[src/rtl/rv32i_decode.sv]
// RV32I instruction decoder: raw field slices, format-selected sign-extended
// immediate, combinational illegal-instruction flag and a sticky record of
// any illegal instruction presented with insn_valid.
module rv32i_decode (
    input  logic        clk,
    input  logic        rst,
    input  logic [31:0] insn,
    input  logic        insn_valid,
    output logic [4:0]  opcode,
    output logic [6:0]  funct7,
    output logic [2:0]  funct3,
    output logic        invalid,
    output logic [4:0]  rd,
    output logic [4:0]  rs1,
    output logic [4:0]  rs2,
    output logic [31:0] imm,
    output logic        invalid_seen
);

    localparam logic [4:0] OpLoad   = 5'b00000;
    localparam logic [4:0] OpMisc   = 5'b00011;
    localparam logic [4:0] OpAluImm = 5'b00100;
    localparam logic [4:0] OpAuipc  = 5'b00101;
    localparam logic [4:0] OpStore  = 5'b01000;
    localparam logic [4:0] OpAlu    = 5'b01100;
    localparam logic [4:0] OpLui    = 5'b01101;
    localparam logic [4:0] OpBranch = 5'b11000;
    localparam logic [4:0] OpJalr   = 5'b11001;
    localparam logic [4:0] OpJal    = 5'b11011;
    localparam logic [4:0] OpSystem = 5'b11100;

    localparam logic [31:0] InsnEcall  = 32'h0000_0073;
    localparam logic [31:0] InsnEbreak = 32'h0010_0073;

    logic [31:0] imm_i;
    logic [31:0] imm_s;
    logic [31:0] imm_b;
    logic [31:0] imm_u;
    logic [31:0] imm_j;
    logic        invalid_seen_q;

    assign opcode = insn[6:2];
    assign funct7 = insn[31:25];
    assign funct3 = insn[14:12];
    assign rd     = insn[11:7];
    assign rs1    = insn[19:15];
    assign rs2    = insn[24:20];

    assign imm_i = {{20{insn[31]}}, insn[31:20]};
    assign imm_s = {{20{insn[31]}}, insn[31:25], insn[11:7]};
    assign imm_b = {{19{insn[31]}}, insn[31], insn[7], insn[30:25], insn[11:8], 1'b0};
    assign imm_u = {insn[31:12], 12'b0};
    assign imm_j = {{11{insn[31]}}, insn[31], insn[19:12], insn[20], insn[30:21], 1'b0};

    // Immediate format select and per-opcode legality checks.
    always_comb begin
        imm     = '0;
        invalid = 1'b0;
        case (opcode)
            OpLoad: begin
                imm     = imm_i;
                invalid = funct3 inside {3'b011, 3'b110, 3'b111};
            end
            OpMisc: imm = imm_i;
            OpAluImm: begin
                imm = imm_i;
                if (funct3 == 3'b001) begin
                    invalid = funct7 != 7'b0000000;
                end else if (funct3 == 3'b101) begin
                    invalid = !(funct7 == 7'b0000000 || funct7 == 7'b0100000);
                end
            end
            OpAuipc, OpLui: imm = imm_u;
            OpStore: begin
                imm     = imm_s;
                invalid = funct3 > 3'b010;
            end
            OpAlu: begin
                invalid = !(funct7 == 7'b0000000 ||
                            (funct7 == 7'b0100000 && funct3 inside {3'b000, 3'b101}));
            end
            OpBranch: begin
                imm     = imm_b;
                invalid = funct3 inside {3'b010, 3'b011};
            end
            OpJalr: begin
                imm     = imm_i;
                invalid = funct3 != 3'b000;
            end
            OpJal: imm = imm_j;
            OpSystem: begin
                imm     = imm_i;
                invalid = insn != InsnEcall && insn != InsnEbreak;
            end
            default: invalid = 1'b1;
        endcase
        // Non-32-bit encodings and the all-zero/all-one words are always illegal.
        if (insn[1:0] != 2'b11 || insn == '0 || insn == '1) begin
            invalid = 1'b1;
        end
    end

    // Sticky illegal flag; reset wins over a simultaneous illegal instruction.
    always_ff @(posedge clk) begin
        if (rst) begin
            invalid_seen_q <= 1'b0;
        end else if (insn_valid && invalid) begin
            invalid_seen_q <= 1'b1;
        end
    end

    assign invalid_seen = invalid_seen_q;

endmodule

[config.mk]
export PLATFORM = sky130hd
export DESIGN_NAME = rv32i_decode
export DESIGN_NICKNAME = d
export VERILOG_FILES = /design/src/rtl/rv32i_decode.sv
export SDC_FILE = /design/constraint.sdc
export NUM_CORES = 1
export LEC_CHECK = 0
export BUFFER_PORTS_ARGS = -buffer_cell sky130_fd_sc_hd__buf_2
export CAP_MARGIN = 0
export CORE_AREA = 2 2 53 65
export DETAILED_ROUTE_END_ITERATION = 8
export DIE_AREA = 0 0 55 67
export PLACE_DENSITY = 0.83
export SKIP_LAST_GASP = 1
export SYNTH_ARGS = -nofsm -noshare
export SYNTH_HDL_FRONTEND = slang
export SYNTH_SLANG_ARGS = --single-unit
[constraint.sdc]
create_clock -name clk -period 2.15 [get_ports clk]
set_clock_uncertainty 0.1 [all_clocks]
set_input_delay 0.5375 -clock clk [delete_from_list [all_inputs] [get_ports clk]]
set_output_delay 0.5375 -clock clk [all_outputs]
set_load 0.02 [all_outputs]
==> qor.yml <==
critical_path:
  path_buf_inv: 2
  cp_slowest_cell: "or3_4"
  cp-end-kind: "output pin"
  crit_start: "insn[10]"
  critical_path_arrival_ns: 2.02
  start_kind: "input port"
  cp_top_family: "simple AND/OR/NAND/NOR gates"
  r2r_cells: 2
  path_common_cell: "buf_6"
  r2r-start: "invalid_seen$_SDFFE_PP0P_"
  path_class: "in2out"
  critPathMaxFanout: 2
  slowest_delay_ns: 0.40
  crit_required_ns: 1.51
  crit_cells: 7
  path_cells: "buf_6 > nor4_4 > nand2_1 > or3_4 > a221oi_4 > nand3_2 > buf_6"
sta:
  fin_tns_setup_ns: -5.40
  rsz0062_at_grt: "yes"
  fmax_mhz: 376
  tightestPinTransition_ns: 0.473
  worst_slack_ns: -0.512
  hold_viol: 0
  relSlewSlack_pct: 68.4
  fin_crit_sh_pct: 124
  slew_viol_final: 0
  period_minus_slack_ns: 2.66
  setup_viol: 34
power_and_ir_drop:
  leakagePower_uw: 0.00120
  p_int_uw: 284
  p_sw_share_pct: 51.0
  p_sw_uw: 296
  vdd_drop_max_mv: 0.194
  pwr-share-comb_pct: 96.3
  powerDensity_nw_per_um2: 243
  p_seq_share_pct: 3.7
  pwr-share-clk_pct: 0
floorplanning:
  die_y_um: 67
  die-width_um: 55
  die_area_um2: 3690
  ios: 99
  initial_core_util_pct: 31.6
  rows: 22
  core_um2: 3030
finish:
  layout.area.seq_um2: 20.0
  area_growth_pct: 150
  design_area_um2: 2390
  diodes: 0
  largest_reg_flops: 1
  fin_nets: 316
  drive_above_1_share_pct: 76.7
  multiInputGateArea_um2: 1000
  fillers: 172
logic_synthesis:
  synth_top_family_by_area: "simple AND/OR/NAND/NOR gates"
  ys_ff_latch: 1
  synth.area.mux_share_pct: 1.18
  synth_area_per_cell_um2: 6.09
  synthArstFlopShare_pct: 0
  synth_top_area_cell: "buf_4"
  synth_compound_area_share_pct: 26.2
  synth.area.top_cells: "buf_4 24%, nand2_1 11%, o21ai_0 7.9%"
  yosys_warnings: 0
  synth_edf_count: 0
  syn-num-nets: 192
  synth_top_area_share_pct: 24.3
  ys_types: 39
  syn_area_um2: 956
  synth_top_flop_cell: "dfxtp_1"
  synth_xor_area_share_pct: 0.916
  synth_fa_ha_area_share_pct: 0
  synth_simple_gate_area_share_pct: 38.4
  netlist_instances: 157
  ys_seq_area_share_pct: 2.09
place:
  gp_congestion: 0.848
  placed_area_um2: 1750
  hpwl_um: 3320
  port_buffers: 98
routing:
  via_per_inst: 5.49
  drt_iter0_drc: 71
  vias: 1730
  drt_pass1_iterations: 4
  wire_per_inst_um: 18.7
  drc: 0
  drt_wl_total_um: 5890
  ant_nets: 0
global_route:
  grt_max_degree: 11
  track_usage_pct: 25.4
  first_global_vias: 1663
  overflow: 0
  grt_pass1_wl_um: 7020
  antenna_found_initial: 0
min_path:
  hp-start: "invalid_seen$_SDFFE_PP0P_"
  hp-class: "reg2reg"
  min_delay_path_depth: 2
status:
  failed_checks: "negative setup slack"
  status: "finished with violations"
clocking:
  clk_latency_ns: 0
  path_clk_slew_ns: 0
  hold_buffers: 0
run:
  drv_cap: 0
==> kinds of logic after synthesis <==
family,after synthesis
buf+inv,47
compound gates,38
xor+xnor,1
simple gates,69
mux,1
flops,1
==> power by group through the flow <==
stage | clock network, µW | registers, µW | logic, µW
after floorplan | 0 | 23.4 | 241
after global placement | 0 | 21.4 | 395
after detailed placement | 0 | 21.7 | 401
after CTS | 0 | 21.7 | 506
after global routing | 0 | 21.9 | 589
final | 0 | 21.5 | 559
==> metrics by stage <==
step / hold slack, ns / setup slack, ns / cells / utilization [%] / total power (µW)
6_report: 0.427 / -0.512 / 315 / 78.9 / 581
5_1_grt: 0.473 / -0.641 / 315 / 78.9 / 611
4_1_cts: 0.438 / -0.492 / 314 / 73.8 / 527
3_5_place_dp: 0.404 / -0.570 / 308 / 57.9 / 423
3_3_place_gp: 0.387 / -0.581 / 308 / 57.9 / 417
2_1_floorplan: 0.458 / -0.184 / 157 / - / 264
==> Yosys cell counts, types with 3 or more instances <==
master	instances
and2_1	6
inv_1	10
o21ai_0	15
and3_1	3
nor2_1	8
a22o_1	5
buf_4	31
buf_2	5
nand3_1	4
nor4_1	5
a21oi_1	5
nand2_1	27
==> final timing paths <==
path,slack [ns],endpoint
worst max-delay path,-0.51,invalid
worst min-delay path,0.43,invalid_seen$_SDFFE_PP0P_
worst max register to register,1.41,invalid_seen$_SDFFE_PP0P_
worst min register to register,0.43,invalid_seen$_SDFFE_PP0P_
==> repair_timing <==
action | 4_1_cts | 5_1_grt
pin swaps | 38 | 17
resized for setup | 126 | 34
gates cloned | 1 | 0
endpoints found under the setup margin | 34 | 34
buffers inserted | 9 | 1
==> worst register-to-register path, cell delays in order, from the launching register on <==
cell	delay, ns
dfxtp_1	0.30
o21bai_1	0.16
a41oi_2	0.05
==> cell usage in the layout, fill, tap and decap left out, types with 6 or more instances in the layout <==
| cell | synthesis | final |
|---|---|---|
| nand2_4 | 0 | 11 |
| nand2_1 | 27 | 14 |
| buf_6 | 0 | 42 |
| nor4_4 | 0 | 7 |
| buf_2 | 5 | 57 |
| o21ai_1 | 1 | 6 |
| inv_1 | 10 | 9 |
| and2_4 | 0 | 7 |
| buf_4 | 31 | 54 |
==> final cells by class <==
class	instances	share of cell area (%)
timing repair buffer	159	53.9
multi-input combinational	109	41.9
tap	36	1.89
inverter	10	1.57
sequential	1	0.838
==> layer usage <==
layer  GRT usage, %  vias to the layer above  part of all wire, %
li1               -                      769                    -
met1           25.8                      802                   33
met2           50.4                      126                   53
met3           1.35                       33                  7.9
met4           10.1                        0                  5.7
met5              0                        -                    0
Power figures use the tool's default switching activity.
